$ cat src/rtl/adc_scan_sequencer.sv
// Scan sequencer for an 8:1 analog mux feeding a serial ADC reader: settles each
// enabled channel, averages 2^avg_log2 conversions and emits channel-tagged results.
module adc_scan_sequencer #(
  parameter int unsigned SETTLE_CYCLES  = 25,
  parameter int unsigned TIMEOUT_CYCLES = 100
) (
  input  logic        clk,
  input  logic        reset,
  input  logic        run,
  input  logic        start,
  input  logic [7:0]  chan_mask,
  input  logic [1:0]  avg_log2,
  output logic        adc_start,
  input  logic        adc_done,
  input  logic [11:0] adc_sample,
  output logic        mux_en_n,
  output logic [2:0]  mux_sel,
  output logic        busy,
  output logic        res_valid,
  output logic [2:0]  res_chan,
  output logic [11:0] res_data,
  output logic        res_error,
  output logic        scan_done
);

  localparam int unsigned CHANS     = 8;
  localparam int unsigned SEL_W     = 3;
  localparam int unsigned DATA_W    = 12;
  localparam int unsigned ACC_W     = 15;
  localparam int unsigned SCNT_W    = 4;
  localparam int unsigned SETTLE_W  = $clog2(SETTLE_CYCLES + 1);
  localparam int unsigned TIMEOUT_W = $clog2(TIMEOUT_CYCLES + 1);

  typedef enum logic [2:0] {
    IDLE,
    SETTLE,
    CONVERT,
    WAIT_DONE,
    EMIT,
    FINISH
  } state_t;

  state_t                state_q, state_d;
  logic [CHANS-1:0]      mask_q, mask_d;
  logic [1:0]            avg_q, avg_d;
  logic [SETTLE_W-1:0]   settle_cnt_q, settle_cnt_d;
  logic [TIMEOUT_W-1:0]  tout_cnt_q, tout_cnt_d;
  logic [SCNT_W-1:0]     scnt_q, scnt_d;
  logic [ACC_W-1:0]      acc_q, acc_d;

  logic                  adc_start_d, mux_en_n_d, busy_d, res_valid_d, res_error_d, scan_done_d;
  logic [SEL_W-1:0]      mux_sel_d, res_chan_d;
  logic [DATA_W-1:0]     res_data_d;

  logic [ACC_W-1:0]      acc_sum;
  logic [SCNT_W-1:0]     scnt_inc, scnt_tgt;
  logic [SEL_W:0]        lowest_new, next_higher;

  // {found, index} of the lowest set bit
  function automatic logic [SEL_W:0] first_set(input logic [CHANS-1:0] m);
    first_set = '0;
    for (int i = int'(CHANS) - 1; i >= 0; i--) begin
      if (m[i]) first_set = {1'b1, SEL_W'(i)};
    end
  endfunction

  function automatic logic [CHANS-1:0] above(input logic [SEL_W-1:0] c);
    above = '0;
    for (int i = 0; i < int'(CHANS); i++) begin
      above[i] = (i > int'(c));
    end
  endfunction

  always_ff @(posedge clk) begin
    if (!reset) begin
      state_q      <= IDLE;
      mask_q       <= '0;
      avg_q        <= '0;
      settle_cnt_q <= '0;
      tout_cnt_q   <= '0;
      scnt_q       <= '0;
      acc_q        <= '0;
      adc_start    <= 1'b0;
      mux_en_n     <= 1'b1;
      mux_sel      <= '0;
      busy         <= 1'b0;
      res_valid    <= 1'b0;
      res_chan     <= '0;
      res_data     <= '0;
      res_error    <= 1'b0;
      scan_done    <= 1'b0;
    end else begin
      state_q      <= state_d;
      mask_q       <= mask_d;
      avg_q        <= avg_d;
      settle_cnt_q <= settle_cnt_d;
      tout_cnt_q   <= tout_cnt_d;
      scnt_q       <= scnt_d;
      acc_q        <= acc_d;
      adc_start    <= adc_start_d;
      mux_en_n     <= mux_en_n_d;
      mux_sel      <= mux_sel_d;
      busy         <= busy_d;
      res_valid    <= res_valid_d;
      res_chan     <= res_chan_d;
      res_data     <= res_data_d;
      res_error    <= res_error_d;
      scan_done    <= scan_done_d;
    end
  end

  // Next-state and next-output logic; every output is registered from these
  always_comb begin
    state_d      = state_q;
    mask_d       = mask_q;
    avg_d        = avg_q;
    settle_cnt_d = settle_cnt_q;
    tout_cnt_d   = tout_cnt_q;
    scnt_d       = scnt_q;
    acc_d        = acc_q;
    adc_start_d  = 1'b0;
    mux_en_n_d   = mux_en_n;
    mux_sel_d    = mux_sel;
    busy_d       = busy;
    res_valid_d  = 1'b0;
    res_chan_d   = res_chan;
    res_data_d   = res_data;
    res_error_d  = res_error;
    scan_done_d  = 1'b0;
    acc_sum      = acc_q + ACC_W'(adc_sample);
    scnt_inc     = scnt_q + SCNT_W'(1);
    scnt_tgt     = SCNT_W'(1) << avg_q;
    lowest_new   = first_set(chan_mask);
    next_higher  = first_set(mask_q & above(mux_sel));

    case (state_q)
      IDLE: begin
        if ((start || run) && lowest_new[SEL_W]) begin
          mask_d       = chan_mask;
          avg_d        = avg_log2;
          mux_sel_d    = lowest_new[SEL_W-1:0];
          mux_en_n_d   = 1'b0;
          busy_d       = 1'b1;
          settle_cnt_d = '0;
          state_d      = SETTLE;
        end
      end
      SETTLE: begin
        if (settle_cnt_q == SETTLE_W'(SETTLE_CYCLES - 1)) begin
          adc_start_d = 1'b1;
          state_d     = CONVERT;
        end else begin
          settle_cnt_d = settle_cnt_q + SETTLE_W'(1);
        end
      end
      CONVERT: begin
        tout_cnt_d = '0;
        state_d    = WAIT_DONE;
      end
      WAIT_DONE: begin
        // A sample arriving on the expiring cycle takes priority over the timeout
        if (adc_done) begin
          acc_d  = acc_sum;
          scnt_d = scnt_inc;
          if (scnt_inc == scnt_tgt) begin
            res_valid_d = 1'b1;
            res_chan_d  = mux_sel;
            res_data_d  = DATA_W'(acc_sum >> avg_q);
            res_error_d = 1'b0;
            state_d     = EMIT;
          end else begin
            adc_start_d = 1'b1;
            state_d     = CONVERT;
          end
        end else if (tout_cnt_q == TIMEOUT_W'(TIMEOUT_CYCLES - 1)) begin
          res_valid_d = 1'b1;
          res_chan_d  = mux_sel;
          res_data_d  = '0;
          res_error_d = 1'b1;
          state_d     = EMIT;
        end else begin
          tout_cnt_d = tout_cnt_q + TIMEOUT_W'(1);
        end
      end
      EMIT: begin
        acc_d  = '0;
        scnt_d = '0;
        if (next_higher[SEL_W]) begin
          mux_sel_d    = next_higher[SEL_W-1:0];
          settle_cnt_d = '0;
          state_d      = SETTLE;
        end else begin
          scan_done_d = 1'b1;
          state_d     = FINISH;
        end
      end
      FINISH: begin
        if (run && lowest_new[SEL_W]) begin
          mask_d       = chan_mask;
          avg_d        = avg_log2;
          mux_sel_d    = lowest_new[SEL_W-1:0];
          settle_cnt_d = '0;
          state_d      = SETTLE;
        end else begin
          mux_en_n_d = 1'b1;
          busy_d     = 1'b0;
          state_d    = IDLE;
        end
      end
      default: state_d = IDLE;
    endcase
  end

endmodule

$ cat config.mk
export PLATFORM = sky130hd
export DESIGN_NAME = adc_scan_sequencer
export DESIGN_NICKNAME = d
export VERILOG_FILES = /design/src/rtl/adc_scan_sequencer.sv
export SDC_FILE = /design/constraint.sdc
export NUM_CORES = 1
export LEC_CHECK = 0
export CAP_MARGIN = 20
export CORE_ASPECT_RATIO = 0.75
export CORE_MARGIN = 5
export CORE_UTILIZATION = 40
export DETAILED_ROUTE_END_ITERATION = 10
export SETUP_SLACK_MARGIN = 0.3
export SLEW_MARGIN = 10
export SYNTH_ARGS = -nofsm -noshare
export SYNTH_HDL_FRONTEND = slang
export SYNTH_SLANG_ARGS = --single-unit
$ cat constraint.sdc
create_clock -name clk -period 7.2 [get_ports clk]
set_input_delay 1.08 -clock clk [delete_from_list [all_inputs] [get_ports clk]]
set_output_delay 1.08 -clock clk [all_outputs]
set_load 0.005 [all_outputs]
# Word level (Yosys, flattened, before mapping)
# Index checks and enable logic that the tools add are counted.
# word_totals
register_bits	68
ram_bits	0
memories	0
rom_bits	0
in_bits	27
latch_bits	0
elab_cells	138
# classes
n_mul	0
order_cmp	7
mux	69
reduce_logical	20
bitwise	1
n_eq_ne	19
add_sub_neg	4
shifts	2
div_mod_pow	0
# op_table
op	n
4-bit 2-to-1 mux	17
12-bit 2-to-1 mux	3
3-bit 2-to-1 mux	12
15-bit case mux with 2 select lines	1
5-bit 2-to-1 mux	4
5-bit case mux with 4 select lines	1
2-bit inequality test, second input constant	9
3-bit case mux with 6 select lines	1
8-bit 2-to-1 mux	2
8-bit case mux with 2 select lines	1
15-bit by 12-bit adder with 15-bit output	1
1-bit 2-to-1 mux	15
15-bit 2-to-1 mux	1
3-bit AND reduction	5
15-bit by 2-bit right shift with 12-bit output	1
7-bit 2-to-1 mux	2
7-bit case mux with 2 select lines	1
3-bit > comparator, first input constant	4
3-bit case mux with 3 select lines	1
8-bit bitwise AND	1
4-bit case mux with 2 select lines	1
2-bit nonzero test	4
7-bit by 1-bit adder with 7-bit output, second input constant	1
7-bit == test, second input constant	1
other kinds (23)	32

# Logic depth before layout (Yosys ltp)
# depth
depth_word	12
ltp_mapped	9

# Least setup slack after synthesis
# No wires, ideal clock.
# synth_path
kind	input -> register
from	in adc_sample[0]
to	reg res_data[5]
setup_slack_ns	3.830
stages	8
arrival_ns	3.253
setup_time_ns	0.117
cell_sequence	ha_1 > fa_1 > a21o_2 > a2111oi_4 > o21ai_0 > xor2_1 > mux4_2 > a22o_1
# synth_via
elab_chain_len	4
# synth_rtl
item	line_no	source
start: declaration	15	input logic [11:0] adc_sample,
15-bit by 12-bit adder with 15-bit output	130	acc_sum = acc_q + ACC_W'(adc_sample);
15-bit by 2-bit right shift with 12-bit output	168	res_data_d = DATA_W'(acc_sum >> avg_q);
12-bit 2-to-1 mux	165	if (scnt_inc == scnt_tgt) begin
12-bit 2-to-1 mux	162	if (adc_done) begin
end signal: assignment	106	res_data <= res_data_d;
end: declaration	21	output logic [11:0] res_data,
# No other way between the ends. The select of a mux whose other input is x is not followed.
# A chain may end at the register's enable or synchronous reset.

# Worst setup path after layout
# layout_path
from	in adc_sample[10]
to	reg res_data[9]
# Same word-level chain as after synthesis.

==> flow_metrics.tcl <==
set metrics [dict create \
    yosys.area_share.adder_pct 5.00 \
    grt_max_degree 23 \
    fin_ws_ps 3520 \
    grt_pass1_vias 3902 \
    clk_path_buf_depth 2 \
    core-area_mm2 0.0109 \
    synth_top_family_by_area "compound AO/OA/AOI/OAI gates" \
    synth_area_leader_cell "dfxtp_1" \
    max_freq_mhz 272 \
    dieHeight_um 101 \
    post-place-ws_ps 3210 \
    hold_viol 0 \
    power.density_mw_per_mm2 175 \
    routedWlPerCell_um 17.1 \
    via_per_inst 5.92 \
    status "completed" \
    rsz0062_at_grt "false" \
    grt_pass1_wl_um 20200 \
    post-route-period-util_pct 51.1 \
    r2r_cells 6 \
    cts_tree "done" \
    cap_violations 0 \
    leakage_nw 1.91 \
    synth-compound-area-share_pct 27.8 \
    p_seq_share_pct 43.1 \
    synth.distinct_cells 78 \
    io_buffer_count 50 \
    ys_seq_elements 67 \
    synth_edf_count 0 \
    first_iter_violations 369 \
    synth.area.mux_share_pct 7.24 \
    relSlewSlack_pct 25.7 \
    cts_hold_buffers 0 \
    cts-resized-gates 0 \
    worst_clock_skew_ps 4.01 \
    swShare_pct 26.8 \
    worstHoldPathCells 1 \
    dieArea_mm2 0.0132 \
    synth_top_area_share_pct 30.4 \
    synthTopCellsByArea "dfxtp_1 (30%), a21oi_1 (5.8%), nor2_1 (4.7%)" \
    syn_area_mm2 0.00441 \
    p_int_mw 0.667 \
    ys_warn_count 0 \
    htree_levels 3 \
    p_clk_share_pct 43.2 \
    critPathMaxFanout 9 \
    synth-seq-area-share_pct 30.4 \
    start_util_pct 40.6 \
    crit_type "input pin to register" \
    fin_crit_ps 3680 \
    required_ps 7450 \
    synthToLayoutAreaGrowth_pct 18.1 \
    drc 0 \
    synthFlopType "dfxtp_1" \
    ir_drop_mv 0.111 \
    track_usage_pct 18.3 \
    vias 4217 \
    cp-start-kind "input pin" \
    finalSetupViolCount 0 \
    drive_gt1_share_pct 7.34 \
    async_flop_share_pct 0 \
    p_total_mw 0.911 \
    drtAntennaViolNets 0 \
    syn_nets 579 \
    die_w_um 131 \
    synth_xor_area_share_pct 2.78 \
    postRouteWirelength_um 12200 \
    syn_inst 535 \
    syn_area_per_cell_um2 8.23 \
    antenna_cells 0 \
    fin_setup_tns_ps 0 \
    hp-class "register to register" \
    worstMarginPinSlew_ps 1110 \
    hpwlAfterDp_um 8760 \
    end_kind "register" \
    antenna_found_initial 0 \
    p_switching_mw 0.244 \
    core.rowCount 33 \
    clk_latency_ps 330 \
    maxSlewViolCount 0 \
    fill_cells 1036 \
    num-nets-final 611 \
    overflow 0 \
    p_comb_share_pct 13.7 \
    firstDrtPassIters 5 \
    io_pins 51 \
    cts_root_buf "clkbuf_16" \
    cts_setup_buffers 0 \
    worstPathArrival_ps 3930 \
    yosys.area_share.simple_pct 22.2 \
    place.gp.congestion 0.929 \
    clock-sinks 67 \
    cts-buffers-inserted 9 \
    clk_pin_slew_ps 60 \
]
==> kinds of logic (layout without fill, tap and decap cells) <==
group	count (synthesis)	count (layout)
compound gates	169	169
xor+xnor	14	14
fa+ha+maj	17	17
buf+inv	45	82
flops	67	67
mux	24	24
simple gates	199	199
==> layout by cell type (no fill, tap or decap), drive strengths merged, types with 4 or more instances in the layout <==
cell           instances
dfxtp                 67
nor2                  56
a21oi                 52
clkdlybuf4s50         50
nand2                 45
nand3                 27
o21ai                 22
ha                    16
mux2i                 15
inv                   14
and3                  13
clkbuf                13
nor3                  12
or3                   10
o211ai                 9
xnor2                  8
a211oi                 8
nand2b                 7
a21o                   7
nor2b                  6
a22o                   6
xor2                   6
mux4                   6
a2111oi                6
o31ai                  6
o21a                   5
a31oi                  5
a211o                  5
o21bai                 4
nor4                   4
nand3b                 4
o2111ai                4
==> flip-flops by register name, summed over array words and instances (netlist names), 3 cells and up <==
register,cells
acc_q,15
mux_sel,3
scnt_q,4
state_q,3
tout_cnt_q,7
mask_q,7
res_data,12
res_chan,3
settle_cnt_q,5
==> critical path: stages <==
cell             delay (ps)
clkdlybuf4s50_1         410
ha_1                    450
inv_1                   140
o31ai_1                 450
mux2_2                  400
nor4_1                  590
a21oi_1                 210
o221ai_1                200
==> worst paths after layout <==
path                                     start           to  slack (ps)
worst max-delay path            adc_sample[10]  res_data[9]        3520
worst min-delay path                  mux_en_n     mux_en_n         450
worst max register to register        avg_q[1]  res_data[7]        4170
worst min register to register        mux_en_n     mux_en_n         450
==> Yosys cell counts (all sizes together), types with 3 or more instances <==
| cell | count |
|---|---|
| a21oi | 52 |
| o31ai | 6 |
| a21o | 7 |
| and4 | 3 |
| and3 | 13 |
| a22o | 6 |
| nor2 | 56 |
| o21bai | 4 |
| o221ai | 3 |
| a211o | 5 |
| xnor2 | 8 |
| inv | 14 |
| buf | 11 |
| nand4 | 3 |
| mux2i | 15 |
| o211ai | 9 |
| nand3b | 4 |
| and2 | 3 |
| xor2 | 6 |
| nand2 | 45 |
| clkbuf | 20 |
| nor2b | 6 |
| a211oi | 8 |
| or3 | 10 |
| mux4 | 6 |
| a2111oi | 6 |
| nand3 | 27 |
| nand2b | 7 |
| o2111ai | 4 |
| dfxtp | 67 |
| o311ai | 3 |
| mux2 | 3 |
| o21a | 5 |
| o21ai | 22 |
| nor3 | 12 |
| ha | 16 |
| nor4 | 4 |
| a31oi | 5 |
==> stage by stage <==
| step | instances | area, um2 | utilization [%] | hold WS, ps |
|---|---|---|---|---|
| after floorplan | 535 | 4410 | - | 440 |
| after global placement | 696 | 4950 | 45.6 | 440 |
| after detailed placement | 696 | 4950 | 45.6 | 441 |
| after CTS | 712 | 5200 | 47.9 | 460 |
| after global routing | 712 | 5200 | 47.9 | 477 |
| final | 712 | 5200 | 47.9 | 453 |
==> layout make-up <==
cell class / instances / area [um2] / share of cell area [%]
Tap cell: 140 / 175 / 3.37
Multi-Input combinational cell: 423 / 2860 / 55.0
Clock inverter: 3 / 15.0 / 0.289
Timing Repair Buffer: 52 / 515 / 9.91
Inverter: 14 / 52.6 / 1.01
Clock buffer: 13 / 240 / 4.62
Sequential cell: 67 / 1340 / 25.8
==> metal layers <==
metal,vias to the layer above,part of all wire [%],global-route usage (%)
met3,18,7.3,4.59
met2,168,41,26.4
li1,2075,-,-
met4,0,1.3,4.23
met1,1956,51,27.3
met5,-,0,0
==> power by group through the flow <==
stage	Combinational [mW]	Clock, mW	Sequential, mW
detailed placement	0.123	0	0.401
global placement	0.121	0	0.400
floorplan	0.0900	0	0.391
CTS	0.124	0.403	0.393
global route	0.137	0.421	0.395
finish	0.125	0.393	0.393
Power figures use the tool's default switching activity.
